## config.mk

```make
export PLATFORM = sky130hd
export DESIGN_NAME = pcg32_range_sampler
export DESIGN_NICKNAME = d
export VERILOG_FILES = /design/src/rtl/pcg32_range_sampler_pkg.sv /design/src/rtl/pcg32_mod_unit.sv /design/src/rtl/pcg32_range_sampler.sv
export SDC_FILE = /design/constraint.sdc
export NUM_CORES = 2
export LEC_CHECK = 0
export BUFFER_PORTS_ARGS = -buffer_cell sky130_fd_sc_hd__buf_4
export CAP_MARGIN = 20
export CELL_PAD_IN_SITES_DETAIL_PLACEMENT = 1
export CELL_PAD_IN_SITES_GLOBAL_PLACEMENT = 1
export CORE_ASPECT_RATIO = 1.2
export CORE_MARGIN = 8
export CORE_UTILIZATION = 47
export DETAILED_ROUTE_END_ITERATION = 8
export PLACE_DENSITY_LB_ADDON = 0.1
export SYNTH_ARGS = -nofsm -noshare
export SYNTH_HDL_FRONTEND = slang
export SYNTH_SLANG_ARGS = --single-unit
```

## constraint.sdc

```tcl
create_clock -name clk -period 7.2 [get_ports clk]
set_clock_uncertainty 0.05 [all_clocks]
set_input_delay 1.44 -clock clk [delete_from_list [all_inputs] [get_ports clk]]
set_output_delay 1.44 -clock clk [all_outputs]
set_load 0.005 [all_outputs]
```

## src/rtl/pcg32_range_sampler_pkg.sv

```systemverilog
// Shared types and widths for the PCG32 bounded-range sampler.
package pcg32_range_sampler_pkg;

    localparam int unsigned WORD_W = 32;
    localparam int unsigned PROD_W = 64;

    typedef enum logic [2:0] {
        ST_IDLE,
        ST_DIV,
        ST_FETCH,
        ST_MUL,
        ST_OUT
    } state_t;

endpackage

```

## src/rtl/pcg32_mod_unit.sv

```systemverilog
// Iterative restoring remainder of (2^32 - divisor) mod divisor, one bit per cycle.
module pcg32_mod_unit
    import pcg32_range_sampler_pkg::*;
(
    input  logic              clk,
    input  logic              rst_n,
    input  logic              start,
    input  logic [WORD_W-1:0] divisor,
    output logic              done,
    output logic [WORD_W-1:0] remainder
);

    localparam int unsigned CNT_W = $clog2(WORD_W);

    logic              busy;
    logic [CNT_W-1:0]  cnt;
    logic [WORD_W-1:0] dvd;
    logic [WORD_W-1:0] dsr;
    logic [WORD_W-1:0] rem;
    logic [WORD_W-1:0] rem_next;
    logic [WORD_W:0]   trial;
    logic [WORD_W:0]   diff;

    // rem < dsr is invariant, so the restored value always fits in WORD_W bits
    always_comb begin
        trial    = {rem, dvd[WORD_W-1]};
        diff     = trial - {1'b0, dsr};
        rem_next = (trial >= {1'b0, dsr}) ? diff[WORD_W-1:0] : trial[WORD_W-1:0];
    end

    assign done      = busy && (cnt == CNT_W'(WORD_W - 1));
    assign remainder = rem_next;

    always_ff @(posedge clk or negedge rst_n) begin
        if (!rst_n) begin
            busy <= 1'b0;
            cnt  <= '0;
            dvd  <= '0;
            dsr  <= '0;
            rem  <= '0;
        end else if (start) begin
            busy <= 1'b1;
            cnt  <= '0;
            dvd  <= '0 - divisor;
            dsr  <= divisor;
            rem  <= '0;
        end else if (busy) begin
            rem <= rem_next;
            dvd <= dvd << 1;
            cnt <= cnt + CNT_W'(1);
            if (done) begin
                busy <= 1'b0;
            end
        end
    end

endmodule

```

## src/rtl/pcg32_range_sampler.sv

```systemverilog
// Unbiased [0, bound) sampler over PCG32 words using Lemire multiply-and-reject.
module pcg32_range_sampler
    import pcg32_range_sampler_pkg::*;
#(
    parameter int unsigned REJ_CNT_W = 8
)
(
    input  logic                 clk,
    input  logic                 rst_n,
    input  logic                 req_valid,
    output logic                 req_ready,
    input  logic [WORD_W-1:0]    req_bound,
    input  logic                 rnd_valid,
    output logic                 rnd_ready,
    input  logic [WORD_W-1:0]    rnd_data,
    output logic                 out_valid,
    input  logic                 out_ready,
    output logic [WORD_W-1:0]    out_data,
    output logic [REJ_CNT_W-1:0] out_rejects
);

    state_t               state;
    state_t               state_next;
    logic [WORD_W-1:0]    s;
    logic [WORD_W-1:0]    t;
    logic [PROD_W-1:0]    m;
    logic [WORD_W-1:0]    data_q;
    logic [REJ_CNT_W-1:0] rej;
    logic                 reject;
    logic                 div_start;
    logic                 div_done;
    logic [WORD_W-1:0]    div_rem;

    assign req_ready   = (state == ST_IDLE);
    assign rnd_ready   = (state == ST_FETCH);
    assign out_valid   = (state == ST_OUT);
    assign out_data    = data_q;
    assign out_rejects = rej;
    assign div_start   = req_valid && req_ready && (req_bound != '0);
    assign reject      = (m[WORD_W-1:0] < t);

    pcg32_mod_unit u_mod (
        .clk       (clk),
        .rst_n     (rst_n),
        .start     (div_start),
        .divisor   (req_bound),
        .done      (div_done),
        .remainder (div_rem)
    );

    always_ff @(posedge clk or negedge rst_n) begin
        if (!rst_n) begin
            state <= ST_IDLE;
        end else begin
            state <= state_next;
        end
    end

    always_comb begin
        state_next = state;
        case (state)
            ST_IDLE:  if (req_valid) state_next = (req_bound == '0) ? ST_FETCH : ST_DIV;
            ST_DIV:   if (div_done) state_next = ST_FETCH;
            ST_FETCH: if (rnd_valid) state_next = ST_MUL;
            ST_MUL:   state_next = reject ? ST_FETCH : ST_OUT;
            ST_OUT:   if (out_ready) state_next = ST_IDLE;
            default:  state_next = ST_IDLE;
        endcase
    end

    // s = 0 forces the low half to all-ones so the full-range word always passes
    always_ff @(posedge clk or negedge rst_n) begin
        if (!rst_n) begin
            s      <= '0;
            t      <= '0;
            m      <= '0;
            data_q <= '0;
            rej    <= '0;
        end else begin
            case (state)
                ST_IDLE: begin
                    if (req_valid) begin
                        s   <= req_bound;
                        t   <= '0;
                        rej <= '0;
                    end
                end
                ST_DIV: begin
                    if (div_done) t <= div_rem;
                end
                ST_FETCH: begin
                    if (rnd_valid) begin
                        m <= (s == '0) ? {rnd_data, {WORD_W{1'b1}}}
                                       : {{WORD_W{1'b0}}, rnd_data} * {{WORD_W{1'b0}}, s};
                    end
                end
                ST_MUL: begin
                    if (reject) begin
                        if (rej != '1) rej <= rej + REJ_CNT_W'(1);
                    end else begin
                        data_q <= m[PROD_W-1:WORD_W];
                    end
                end
                default: ;
            endcase
        end
    end

endmodule

```

After elaboration in Yosys (flattened, before gate mapping)
Index checks and enable logic that the tools add are counted.
{ "op_classes": {"addsub": 4, "mul": 1, "div_mod_pow": 0, "n_lt_le_gt_ge": 2, "eq_ne": 12, "shift": 0, "mux": 25, "bitwise": 1, "reduce_logical": 16} }
{ "op_table": {"columns": ["operator", "n"], "rows": [
  ["two-way mux 32 bit", 7],
  ["zero test 32 bit", 2],
  ["multiplier 32 x 32 -> 64 bit", 1],
  ["two-way mux 64 bit", 1],
  ["one-hot mux 32 bit (2 select lines)", 1],
  ["greater-or-equal comparator 33 x 32 -> 1 bit", 1],
  ["< comparator 32 bit", 1],
  ["nonzero test 32 bit", 1],
  ["subtractor 1 x 32 -> 32 bit, first input constant", 1],
  ["subtractor 32 bit", 1],
  ["two-way mux 8 bit", 3],
  ["one-hot mux 8 bit (2 select lines)", 1],
  ["two-way mux 3 bit", 5],
  ["one-hot mux 3 bit (5 select lines)", 1],
  ["two-way mux 5 bit", 2],
  ["inequality test 2 bit, second input constant", 5],
  ["adder 8 x 1 -> 8 bit, second input constant", 1],
  ["inequality test 8 bit, second input constant", 1],
  ["AND reduction 4 bit", 2],
  ["equality test 3 x 2 -> 1 bit, second input constant", 2],
  ["AND reduction 2 bit", 3],
  ["nonzero test 2 bit", 3],
  ["adder 5 x 1 -> 5 bit, second input constant", 1],
  ["equality test 5 bit, second input constant", 1],
  ["other kinds (9)", 13]
]} }
{ "totals": {"register_bits": 273, "latchBits": 0, "ram_bits": 0, "rom_bits": 0, "output_inout_bits": 43, "word_cells": 72, "memories": 0} }

Depth between registers and ports, before layout
{ "depth": {"depth_word": 5, "depth_mapped": 28} }

By module
Synthesis repeated with hierarchy kept, for this count alone.
{ "unflattened": {"cells_unflattened": 5254, "area_unflattened_um2": 48175.0} }
{ "modules_own_cells": {"columns": ["module", "instances", "cells_per_inst", "area_per_inst_um2"], "rows": [
  ["pcg32_range_sampler", 1, 4418, 41094.4],
  ["pcg32_mod_unit", 1, 836, 7080.5]
]} }

Least setup slack after synthesis
Ideal clock, no wire load.
{ "synth_path": {"kind": "input port to flip-flop", "start": "in rnd_data[30]", "end": "reg m[48]", "arrival_ps": 8143, "setup_slack_ps": -1129, "stages": 25, "n_path_buf": 2, "path_cell_list": "clkbuf_1 > nand2_1 > fa_1 > inv_1 > fa_1 > fa_1 > inv_1 > fa_1 > inv_1 > fa_1 > fa_1 > fa_1 > inv_1 > fa_1 > inv_1 > ha_1 > clkbuf_1 > a21o_1 > o21bai_1 > a32o_1 > o31a_1 > o21bai_1 > or3b_2 > a41oi_1 > o21ai_0"} }
{ "synth_via": {"elab_chain_len": 2} }
{ "synth_rtl": {"columns": ["item", "line_no", "source"], "rows": [
  ["from (decl)", "pcg32_range_sampler.sv:15", "input logic [WORD_W-1:0] rnd_data,"],
  ["multiplier 32 x 32 -> 64 bit", "pcg32_range_sampler.sv:94", ": {{WORD_W{1'b0}}, rnd_data} * {{WORD_W{1'b0}}, s};"],
  ["two-way mux 64 bit", "pcg32_range_sampler.sv:93", "m <= (s == '0) ? {rnd_data, {WORD_W{1'b1}}}"],
  ["to (signal assigned)", "pcg32_range_sampler.sv:93", null],
  ["to (decl)", "pcg32_range_sampler.sv:26", "logic [PROD_W-1:0] m;"]
]} }
No other way between the ends.
A chain may end at the register's enable or synchronous reset.

Worst setup path in the final report
{ "layout_path": {"start": "in rnd_data[16]", "end": "reg m[59]"} }
The elaborated chain is that of the path after synthesis.

==> results.md <==
- Most common cell after layout, fill and taps aside: inv_1
- Gpl congestion: roughly 0.9
- Clock buffer depth: 3
- WP data required: between 7 and 8 ns
- Outcome: finished, violations left
- Multi-input logic area: around 38000 µm²
- Vias/cell: ~5.5
- Number of synthesized flops with an enable pin: 0
- Initial antenna violation count: 6
- Die Span X: between 300 and 400 µm
- Fmax achieved: 123 MHz
- Mapped Area: between 40000 and 50000 µm²
- CP Capture Type: flip-flop
- IO Count: 112
- Post-layout util: 0.572
- Clock latency on the worst-skew pair: between 0.5 and 0.6 ns
- YS warnings: 0
- Largest net degree at the start of global routing: approximately 160
- Vias: roughly 38k
- Failing checks: negative setup slack
- # H-tree levels: 1
- Num rows: around 130
- Final Slew Violations: 0
- Syn_nets: 6529
- Worst-Margin Slew: roughly 1.1 ns
- Initial DRC count: between 1.5k and 2k
- Synth unique cells: 74
- Ratio of final minimum period to clock period: 1.13
- Synth Flop Type: dfrtp_1
- IO Port Bufs: about 110
- Area growth syn-to-layout: 21.3%
- Root buffer selected by CTS: clkbuf_16
- Crit Path Class: in2reg
- CTS tree: yes
- Startpoint types: input port
- CTS Sinks: about 270
- Layout fillers: between 10k and 15k
- Slew margin rel.: 0.299
- Total gr overflow: 0
- Syn Inst Count: approximately 5.2k
- Finish-stage setup viols: 41
- Commonest cells after routing, fill and taps aside: inv_1 (900), fa_1 (825), nand2_1 (683)
- DP Wirelength: ~130000 µm
- CP arrival: approximately 8.5 ns
- RSZ-0062 raised after global routing: true
- WL final: about 160000 µm
- Post-synth ARST share: 1.00
- Number of detailed-route iterations in the first pass: 5
- Met1 WL: a little under 70000 µm
- Metal3 WL: just under 7000 µm
- Residual DRC: 0
- Register area share after synthesis: 0.144
- Sequential cell area: just under 7000 µm²
- Vias in the first global route: around 44k
- Syn_area_per_cell: 9.09 µm²
- DR top layer: met5
- Seq cells post-synth: roughly 270
- Vert. Die Dim: around 360 µm
- First-pass GRT wire length: around 250000 µm
- Crit-path max FO: 6
- Avg WL per Cell: between 20 and 25 µm
- WL met2: 82300 µm
- Hold/Removal Path Class: reg2reg
- Tot GR Track Use: 0.290
- Layout cells sized above 1: 0.206
- Initial core utilization: 0.471
- Max cap viols: 0
- Fin crit period: 8.13 ns
- Die area: about 110000 µm²
- TritonCTS Buffers: 26
- Final hold vios: 0
- Core Area: 101000 µm²
- CTS clk-pin slew, worst paths: 0.08 ns
- ANT nets after route: 0
- Worst Setup Slack, final: -0.933 ns
- Nets@finish: about 7.0k
[area by class of cell]
cell class | count | area share
Tap cell | 1300 | 0.0282
Antenna cell | 8 | 0.000347
Timing Repair Buffer | 699 | 0.116
Multi-Input combinational cell | 3730 | 0.661
Clock inverter | 11 | 0.00245
Clock buffer | 35 | 0.0129
Inverter | 932 | 0.0607
Sequential cell | 273 | 0.118
[worst max-delay path, stage by stage]
cell,delay (ns)
buf_16,0.13
buf_6,0.13
buf_6,0.11
and2_4,0.13
fa_1,0.51
inv_2,0.04
fa_2,0.53
fa_1,0.43
fa_1,0.57
inv_2,0.04
fa_1,0.51
fa_2,0.61
fa_2,0.45
fa_2,0.56
ha_4,0.23
a21oi_4,0.23
o211ai_1,0.19
a21o_1,0.23
a21oi_2,0.20
nor3_4,0.10
o211ai_1,0.21
buf_4,0.20
a21oi_4,0.08
or3_1,0.39
xnor2_1,0.15
o21ai_1,0.07
[repair_timing]
action,4_1_cts,5_1_grt
hold endpoints to repair,0,0
hold buffers,0,0
buffers inserted,50,48
endpoints found under the setup margin,43,46
resized for setup,267,235
pin swaps,168,221
cloned,3,2
[path summary, 6_finish.rpt]
kind / start / to / slack [ns] / cells past startpoint
min in group asynchronous: rst_n / out_rejects[6] / 0.70 / 1
max in group asynchronous: rst_n / out_data[26] / 5.06 / 2
worst max-delay path: rnd_data[16] / m[59] / -0.93 / 26
worst max register to register: s[12] / m[59] / -0.67 / 24
worst min-delay path: m[56] / m[56] / 0.43 / 2
worst min register to register: m[56] / m[56] / 0.43 / 2
[flip-flops by register name, summed over array words and instances, names as in the netlist, 5 cells and up]
register,flops
u_mod.cnt,5
t,32
out_rejects,8
m,64
s,32
u_mod.dsr,32
u_mod.rem,32
out_data,32
u_mod.dvd,32
[cells in the mapped netlist, types with 6 or more instances]
cell type | count | area share
o21bai_1 | 17 | 0.0027
a31oi_1 | 22 | 0.0029
mux2i_1 | 51 | 0.011
a211oi_1 | 17 | 0.0027
dfrtp_1 | 273 | 0.14
clkbuf_1 | 288 | 0.023
a21o_1 | 60 | 0.0095
o211ai_1 | 18 | 0.0028
xor2_1 | 38 | 0.0070
xnor2_1 | 68 | 0.013
o21a_1 | 11 | 0.0017
o21ai_1 | 21 | 0.0022
ha_1 | 330 | 0.087
a21oi_1 | 187 | 0.020
nand2b_1 | 18 | 0.0024
fa_1 | 897 | 0.38
nor2_1 | 127 | 0.010
or3_1 | 13 | 0.0017
o41ai_1 | 7 | 0.0013
nand3_1 | 63 | 0.0066
or2_2 | 6 | 0.00079
o21ai_0 | 212 | 0.022
nor4_1 | 18 | 0.0024
and2_1 | 604 | 0.079
inv_1 | 932 | 0.074
mux2_2 | 31 | 0.0073
nor3_1 | 36 | 0.0038
o31ai_1 | 9 | 0.0014
nand4_1 | 26 | 0.0034
nand2_1 | 699 | 0.055
and3_1 | 27 | 0.0036
nor2b_1 | 14 | 0.0018
[layer usage]
metal | up-vias | GRT usage
met5 | - | 0
met4 | 2 | 0.0963
met3 | 277 | 0.0292
met2 | 865 | 0.507
met1 | 20318 | 0.378
li1 | 16923 | -
[logic make-up (layout without fill, tap and decap cells)]
group                      after synthesis  in the layout  synth area share
and+or+nand+nor                       1678           1678             0.177
buffers and inverters                 1230           1677            0.0980
adders and majority gates             1227           1227             0.464
AOI/OAI and AO/OA                      637            637            0.0796
DFF                                    273            273             0.144
xor gates and xnor gates               106            106            0.0195
muxes                                   82             82            0.0181
other                                    0              8                 0
[per-stage QoR]
| stage | TNS (ns) | instances | setup WS [ns] | hold WS [ns] | instance area, µm² |
|---|---|---|---|---|---|
| floorplan | -16.68 | 5233 | -0.774 | 0.391 | 48300 |
| global placement | -53.14 | 6843 | -1.61 | 0.412 | 53800 |
| detailed placement | -56.00 | 6843 | -1.72 | 0.420 | 53800 |
| CTS | -20.60 | 6939 | -0.895 | 0.445 | 56400 |
| global route | -29.83 | 6980 | -1.10 | 0.478 | 57700 |
| finish | -23.28 | 6988 | -0.933 | 0.432 | 57700 |
Power is not shown: default switching activity piles up to over one toggle a cycle in this logic, so the estimate is an artifact.
